[config.mk]
export PLATFORM = sky130hd
export DESIGN_NAME = hazard_fwd_scoreboard
export DESIGN_NICKNAME = d
export VERILOG_FILES = /design/src/rtl/hazard_fwd_scoreboard.sv
export SDC_FILE = /design/constraint.sdc
export NUM_CORES = 1
export LEC_CHECK = 0
export CORE_MARGIN = 2
export CORE_UTILIZATION = 29
export DETAILED_ROUTE_END_ITERATION = 10
export PLACE_DENSITY = 0.52
export RECOVER_POWER = 100
export SYNTH_ARGS = -nofsm -noshare
export SYNTH_HDL_FRONTEND = slang
export SYNTH_SLANG_ARGS = --single-unit
[constraint.sdc]
create_clock -name clk -period 7.25 [get_ports clk]
set_input_delay 1.45 -clock clk [delete_from_list [all_inputs] [get_ports clk]]
set_output_delay 1.45 -clock clk [all_outputs]
set_load 0.03 [all_outputs]
[src/rtl/hazard_fwd_scoreboard.sv]
// Hazard scoreboard beside the OF/EX register: shadows in-flight destinations for EX/MA/RW,
// produces per-source forwarding selects, the interlock stall, and a saturating stall counter.
module hazard_fwd_scoreboard #(
  parameter int NUM_REGS    = 16,
  parameter int REG_W       = 4,
  parameter int FORWARD     = 1,
  parameter int ZERO_REG_EN = 0,
  parameter int MULTI_LAT   = 3,
  parameter int CNT_W       = 16
) (
  input  logic             clk,
  input  logic             reset,
  input  logic             of_valid,
  input  logic [REG_W-1:0] of_src1,
  input  logic             of_src1_en,
  input  logic [REG_W-1:0] of_src2,
  input  logic             of_src2_en,
  input  logic [REG_W-1:0] of_dest,
  input  logic             of_dest_en,
  input  logic             of_is_load,
  input  logic             of_is_multi,
  input  logic             flush,
  output logic             stall,
  output logic             ex_busy,
  output logic [1:0]       fwd_sel1,
  output logic [1:0]       fwd_sel2,
  output logic [CNT_W-1:0] stall_cycles
);

  localparam int MC_W = $clog2(MULTI_LAT) + 1;
  localparam logic [MC_W-1:0] MC_LOAD = MC_W'(MULTI_LAT - 1);

  if ($clog2(NUM_REGS) != REG_W) begin : g_bad_reg_w
    $error("REG_W must equal clog2(NUM_REGS)");
  end

  // EX needs is_load for the load-use check; loads are forwardable from MA/RW, so those drop it.
  typedef struct packed {
    logic             vld;
    logic [REG_W-1:0] dest;
    logic             dest_en;
    logic             is_load;
  } ex_ent_t;

  typedef struct packed {
    logic             vld;
    logic [REG_W-1:0] dest;
    logic             dest_en;
  } wb_ent_t;

  ex_ent_t          ex_p0_q, ex_p0_d;
  wb_ent_t          ma_p1_q, ma_p1_d;
  wb_ent_t          rw_p2_q, rw_p2_d;
  logic [MC_W-1:0]  mc_q, mc_d;
  logic [CNT_W-1:0] cnt_q, cnt_d;

  function automatic logic hit(input logic vld, input logic [REG_W-1:0] dest,
                               input logic dest_en, input logic [REG_W-1:0] src,
                               input logic src_en);
    logic zero_masked;
    zero_masked = (ZERO_REG_EN != 0) && (src == '0);
    return vld & dest_en & src_en & (dest == src) & ~zero_masked;
  endfunction

  function automatic logic [1:0] pick_src(input logic h_ex, input logic h_ma, input logic h_rw);
    if (h_ex)      return 2'd1;
    else if (h_ma) return 2'd2;
    else if (h_rw) return 2'd3;
    else           return 2'd0;
  endfunction

  function automatic logic [CNT_W-1:0] sat_inc(input logic [CNT_W-1:0] v);
    return (&v) ? v : v + CNT_W'(1);
  endfunction

  logic h_ex1, h_ma1, h_rw1, h_ex2, h_ma2, h_rw2;
  logic raw, ex_fwd_ok;

  always_comb begin
    h_ex1 = hit(ex_p0_q.vld, ex_p0_q.dest, ex_p0_q.dest_en, of_src1, of_src1_en);
    h_ma1 = hit(ma_p1_q.vld, ma_p1_q.dest, ma_p1_q.dest_en, of_src1, of_src1_en);
    h_rw1 = hit(rw_p2_q.vld, rw_p2_q.dest, rw_p2_q.dest_en, of_src1, of_src1_en);
    h_ex2 = hit(ex_p0_q.vld, ex_p0_q.dest, ex_p0_q.dest_en, of_src2, of_src2_en);
    h_ma2 = hit(ma_p1_q.vld, ma_p1_q.dest, ma_p1_q.dest_en, of_src2, of_src2_en);
    h_rw2 = hit(rw_p2_q.vld, rw_p2_q.dest, rw_p2_q.dest_en, of_src2, of_src2_en);

    ex_busy = (mc_q != '0);
    if (FORWARD != 0) raw = ex_p0_q.is_load & (h_ex1 | h_ex2);
    else              raw = h_ex1 | h_ma1 | h_rw1 | h_ex2 | h_ma2 | h_rw2;
    // A busy multi-cycle op holds the front end regardless of flush or OF validity.
    stall = ex_busy | (of_valid & ~flush & raw);

    ex_fwd_ok = ~ex_p0_q.is_load & ~ex_busy;
    if (FORWARD != 0) begin
      fwd_sel1 = pick_src(h_ex1 & ex_fwd_ok, h_ma1, h_rw1);
      fwd_sel2 = pick_src(h_ex2 & ex_fwd_ok, h_ma2, h_rw2);
    end else begin
      fwd_sel1 = 2'd0;
      fwd_sel2 = 2'd0;
    end
  end

  always_comb begin
    ex_p0_d = ex_p0_q;
    ma_p1_d = ma_p1_q;
    rw_p2_d = rw_p2_q;
    mc_d    = mc_q;
    cnt_d   = stall ? sat_inc(cnt_q) : cnt_q;

    rw_p2_d.vld     = ma_p1_q.vld;
    rw_p2_d.dest    = ma_p1_q.dest;
    rw_p2_d.dest_en = ma_p1_q.dest_en;

    if (ex_busy) begin
      mc_d        = mc_q - MC_W'(1);
      ma_p1_d.vld = 1'b0;
    end else begin
      ma_p1_d.vld     = ex_p0_q.vld;
      ma_p1_d.dest    = ex_p0_q.dest;
      ma_p1_d.dest_en = ex_p0_q.dest_en;
      if (stall) begin
        ex_p0_d.vld = 1'b0;
      end else begin
        ex_p0_d.vld     = of_valid & ~flush;
        ex_p0_d.dest    = of_dest;
        ex_p0_d.dest_en = of_dest_en;
        ex_p0_d.is_load = of_is_load;
        mc_d = (ex_p0_d.vld & of_is_multi & (MULTI_LAT > 1)) ? MC_LOAD : '0;
      end
    end
  end

  // Stage boundary: EX -> MA -> RW shadows; only control state is reset.
  always_ff @(posedge clk) begin
    ex_p0_q <= ex_p0_d;
    ma_p1_q <= ma_p1_d;
    rw_p2_q <= rw_p2_d;
    mc_q    <= mc_d;
    cnt_q   <= cnt_d;
    if (reset) begin
      ex_p0_q.vld <= 1'b0;
      ma_p1_q.vld <= 1'b0;
      rw_p2_q.vld <= 1'b0;
      mc_q        <= '0;
      cnt_q       <= '0;
    end
  end

  assign stall_cycles = cnt_q;

endmodule

==> reports/results.ini, run 1 <==
[die]
ioPinCount = 43
dieArea_sq_mm = 0.007349
start_util = 0.3016
coreArea_sq_mm = 0.006422
rows = 29
die_h_microns = 85.73
die_w_microns = 85.73

[global_route]
top_usage_layer = met2
grt_max_degree = 40
grt_use_total = 0.1275
grt_pass1_wl_microns = 7527
grt_use_met3 = 0.03465
overflow = 0
globalRouteMet1Util = 0.1680
antenna_found_initial = 0
global_route.usage.met2 = 0.2067
grt_pass1_vias = 1584

[setup_path]
required_ns = 5.80
crit_family = buffers and inverters
path_buf_inv = 4
startpoint_type = input port
critPathArrivalTime_ns = 4.54
crit_fanout = 39
worstSetupPathType = in2out
slowest_delay_ns = 1.12
crit_chain = dlygate4sd3_1 > xor2_1 > nor3_1 > a221oi_4 > clkbuf_1 > inv_1 > dlygate4sd3_1
cp_slowest_cell = clkbuf_1
path_common_cell = dlygate4sd3_1
end_kind = output port

[pwr]
pwr-share-clk = 0.204
p_switching_mw = 0.2532
swShare = 0.3672
ir_drop_v = 0.00009005
power.density_mw_per_mm2 = 275.6
power_frac_comb = 0.312
power_frac_seq = 0.484
leakage_nw = 0.9315
power.internal_mw = 0.4363

[timing]
clock_skew_ns = 0.007650
fin_ws_ns = 1.260
max_freq_ghz = 0.1670
worst_pin_slew_ns = 1.506
hold_slack_ns = 0.4084
slew_headroom = -0.004007
setup_viol = 0
tns_ns = 0
rsz0062_at_grt = no
fin_crit_sh = 0.8261
finalCriticalPeriod_ns = 5.990
slew_violations = 39
hold_viol_final = 0

[min_path]
hold_class = reg2reg

[layout]
final_net_count = 268
regArea_sq_um = 870.8
syn_to_final_growth_pct = 29.20
drive_gt1_frac = 0.05328
fillers = 682
final_common_cell = dlygate4sd3_1
multiInputGateArea_sq_um = 998.5
final_cell_mix = dlygate4sd3_1, dfxtp_1, xor2_1, a21oi_1
antenna_cells = 0

[clocking]
cts_tree = built
ctsHoldBuffers = 0
insertion_delay_ns = 0.29
clk_path_buf_depth = 2
clock_sinks = 38
cts_made_buffers = 5
cts_max_level = 2
cts_root_buf = clkbuf_8
clk_pin_slew_ns = 0.07
ctsResizeCount = 0
post_cts_buffers = 0

[drt]
drc = 5
routed_wl_microns = 4422
dr.pass1.iters = 7
drt_iter0_drc = 113
wl_per_cell_microns = 13.78
vias = 1639
viasPerCell = 5.106
ant_nets = 0

[placed_design]
pre_cts_ws_ns = 2.035
hpwl_microns = 3221
gp_congestion = 0.8459
io_buffer_count = 42

[logic_synthesis]
seq_area_frac_synth = 0.4496
synth_flop_cell = dfxtp_1
synthCells = 200
ys_ff_latch = 38
yosysWarnings = 0
synth_fp_nets = 225
async_reset_ff_frac = 0
synth-edff-count = 11
avgSynthCellArea_sq_um = 9.684
syn-cell-area_sq_mm = 0.001937
ys_types = 45

[run]
drv_cap = 1

[status]
violations = design-rule violations, max-capacitance violations, max-slew violations
status = finished, violations left

[stage by stage]
stage	instance area, sq um	power, mW	util	cells
floorplan	1937	0.4917	-	200
finish	2502	0.6896	0.3896	321
CTS	2506	0.7083	0.3902	321
global placement	2424	0.5618	0.3774	313
global route	2502	0.7411	0.3896	321
detailed placement	2424	0.5644	0.3774	313
[flip-flops by register name, indices dropped and copies added, names as in the netlist]
| name | flops |
|---|---|
| rw_p2_q | 6 |
| ma_p1_q | 6 |
| ex_p0_q | 7 |
| stall_cycles | 16 |
| mc_q | 3 |
[layer usage]
layer  share of wire  vias up
li1                -      830
met1            0.46      760
met2            0.48       43
met3           0.048        6
met4           0.010        0
met5               0        -
[final cells by class]
type / instances / area share
well taps: 77 / 0.03850
flip-flops and latches: 38 / 0.3480
clock buffers: 6 / 0.02900
repair buffers: 43 / 0.1695
inverters: 8 / 0.01200
clock inverters: 2 / 0.004000
multi-input cells: 147 / 0.3990
[path summary, 6_finish.rpt]
kind,start,endpoint,slack [ns],cells past startpoint
worst min register to register,ma_p1_q[0]$_DFFE_PN_,rw_p2_q[0]$_DFF_P_,0.41,0
worst max register to register,mc_q[0]$_SDFFE_PP0P_,stall_cycles[5]$_SDFFE_PP0P_,3.98,8
worst max-delay path,of_src2[2],stall,1.26,7
worst min-delay path,ma_p1_q[0]$_DFFE_PN_,rw_p2_q[0]$_DFF_P_,0.41,0
[cell usage after synthesis, types with 3 or more instances]
cell type	count	share of area
dfxtp_1	27	0.28
xor2_1	18	0.081
a21oi_1	14	0.036
nand3_1	13	0.034
o21ai_0	13	0.034
nor2_1	12	0.023
edfxtp_1	11	0.17
or3_1	9	0.029
inv_1	8	0.016
nand4_1	6	0.019
nor3_1	6	0.016
xnor2_1	6	0.027
nand2_1	5	0.0097
ha_1	4	0.026
nor2b_1	4	0.013
nor4_1	4	0.013
clkbuf_1	3	0.0058
o2111ai_1	3	0.014
or4_1	3	0.012
[power by group through the flow]
stage	Combinational, mW	Sequential [mW]	Clock (mW)
after global routing	0.241	0.344	0.156
after global placement	0.223	0.339	0
after CTS	0.226	0.335	0.147
after floorplan	0.158	0.334	0
after detailed placement	0.225	0.340	0
final	0.215	0.334	0.141
[logic make-up after synthesis]
kind of cell / count (synthesis) / share of synthesized area
multiplexers: 2 / 0.01163
buffers and inverters: 15 / 0.04069
AO/OA/AOI/OAI: 46 / 0.1551
AND/OR/NAND/NOR: 71 / 0.2087
XOR/XNOR: 24 / 0.1085
adder cells (fa/ha/maj): 4 / 0.02584
flip-flops: 38 / 0.4496
[worst reg2reg max path: cells and delay by family, from the launching register on]
kind	cells	cell delay (ns)
AND/OR/NAND/NOR	1	0.20
buffers and inverters	3	1.42
adder cells (fa/ha/maj)	2	0.66
flip-flops	1	0.30
AO/OA/AOI/OAI	1	0.21
multiplexers	1	0.37
No activity file was read; power rests on OpenSTA's default activity.
==> inputs of run 2 (changes only) <==
PLACE_DENSITY = 0.54   (was 0.52)
clock period = 4.9 ns   (was 7.25 ns; I/O delays follow)
==> run 2 against run 1 <==
Effect of this change: the flow finishes with violations (design-rule violations); final cell count is the same; non-clock buffer count stayed put; sequential power rose by 48%; register-to-register slack worse by 2.4 ns; critical path depth down 1; critical path type unchanged.
==> reports/results.ini, run 2 (synthesis results as in run 1) <==
[layout]
instances_no_fill = 321
antenna_cells = 0
final_cell_mix = dlygate4sd3_1, dfxtp_1, xor2_1, a21oi_1
fillers = 650
largest_reg_flops = 16
final_net_count = 268
syn_to_final_growth_pct = 31.78
drive_gt1_frac = 0.05328
final_common_cell = dlygate4sd3_1

[die]
rows = 29
dieArea_sq_mm = 0.007349
die_h_microns = 85.73
coreArea_sq_mm = 0.006422
start_util = 0.3016
die_w_microns = 85.73
ioPinCount = 43

[placed_design]
io_buffer_count = 42
placed_cells = 313
hpwl_microns = 3200
gp_congestion = 0.8316

[setup_path]
required_ns = 3.92
end_kind = output port
reg2reg_from = mc_q[0]$_SDFFE_PP0P_
r2r_slack_ns = 1.60
startpoint = of_src2[3]
crit_fanout = 3
rr_worst_depth = 8
r2r_end = stall_cycles[10]$_SDFFE_PP0P_
critPathArrivalTime_ns = 3.24
startpoint_type = input port
worstSetupPathType = in2out

[pwr]
ir_drop_v = 0.0001302
power.density_mw_per_mm2 = 442.6
leakage_nw = 0.9523

[drt]
vias = 1620
routed_wl_microns = 4450
drt_iter0_drc = 42
drc = 5
ant_nets = 0
wl_per_cell_microns = 13.86
dr.pass1.iters = 7
viasPerCell = 5.047

[timing]
setup_viol = 0
clock_skew_ns = 0.003590
max_freq_ghz = 0.2369
fin_crit_sh = 0.8614
hold_viol_final = 0
slew_violations = 0
rsz0062_at_grt = no
worst_pin_slew_ns = 1.469
finalCriticalPeriod_ns = 4.221
slew_headroom = 0.02081
tns_ns = 0

[global_route]
grt_use_total = 0.1278
grt_pass1_vias = 1619
grt_pass1_wl_microns = 7507
overflow = 0
antenna_found_initial = 0
grt_max_degree = 39

[min_path]
hold_depth = 0
whs_endpoint = rw_p2_q[0]$_DFF_P_
hold_class = reg2reg
min_from = ma_p1_q[0]$_DFFE_PN_

[status]
status = finished, violations left
violations = design-rule violations

[run]
drv_cap = 0

[clocking]
insertion_delay_ns = 0.29
ctsHoldBuffers = 0
post_cts_buffers = 0
clk_pin_slew_ns = 0.08
cts_tree = built
clock_sinks = 38
ctsResizeCount = 0
cts_root_buf = clkbuf_8
cts_max_level = 2
clk_path_buf_depth = 2
cts_made_buffers = 5

## run 2: cell types whose count changed in the layout (fill, tap and decap cells not counted), sizes merged
cell    change
bufinv      +2
clkbuf      -1
clkinv      -1
## run 2: critical path, cell delays in order
cell	delay, ns
dlygate4sd3_1	0.60
xor2_1	0.16
nor3_1	0.48
nand3_1	0.18
nand2_1	0.10
dlygate4sd3_1	0.74
## run 2: worst max-delay path by stage
stage | cells after the start | slack, ns | endpoint
floorplan | 3 | 1.57 | fwd_sel1[1]
global placement | 6 | 0.81 | fwd_sel1[0]
detailed placement | 6 | 0.79 | fwd_sel1[0]
CTS | 6 | 0.78 | fwd_sel1[0]
global route | 6 | 0.52 | fwd_sel2[0]
finish | 6 | 0.68 | fwd_sel2[0]
## run 2: layout make-up
cell class	instances	area, sq um	share of cell area
well taps	77	96.34	0.03775
inverters	8	30.03	0.01176
multi-input cells	147	998.5	0.3912
flip-flops and latches	38	870.8	0.3412
clock buffers	5	68.82	0.02696
repair buffers	43	424.2	0.1662
clock inverters	3	63.81	0.02500
## run 2: power by group
part | leakage [nW] | internal (mW) | switching (mW)
clock network | 0.0658 | 0.202 | 0.114
logic | 0.555 | 0.121 | 0.199
registers | 0.332 | 0.425 | 0.0691
## run 2: metal layers
| metal | global-route usage | routed length [microns] | up-vias |
|---|---|---|---|
| met4 | 0.04473 | 33 | 0 |
| met2 | 0.2074 | 2032 | 37 |
| li1 | - | - | 826 |
| met1 | 0.1627 | 2128 | 753 |
| met3 | 0.03657 | 256 | 4 |
| met5 | 0 | 0 | - |
## run 2: metrics by stage
stage / util / hold WS [ns] / total power, mW / setup slack, ns / cell area [sq um]
4_1_cts: 0.3980 / 0.4104 / 1.158 / 0.7844 / 2556
6_report: 0.3974 / 0.4128 / 1.130 / 0.6790 / 2552
2_1_floorplan: - / 0.3702 / 0.7276 / 1.572 / 1937
3_3_place_gp: 0.3774 / 0.3877 / 0.8359 / 0.8080 / 2424
5_1_grt: 0.3974 / 0.4345 / 1.205 / 0.5216 / 2552
3_5_place_dp: 0.3774 / 0.3876 / 0.8373 / 0.7923 / 2424
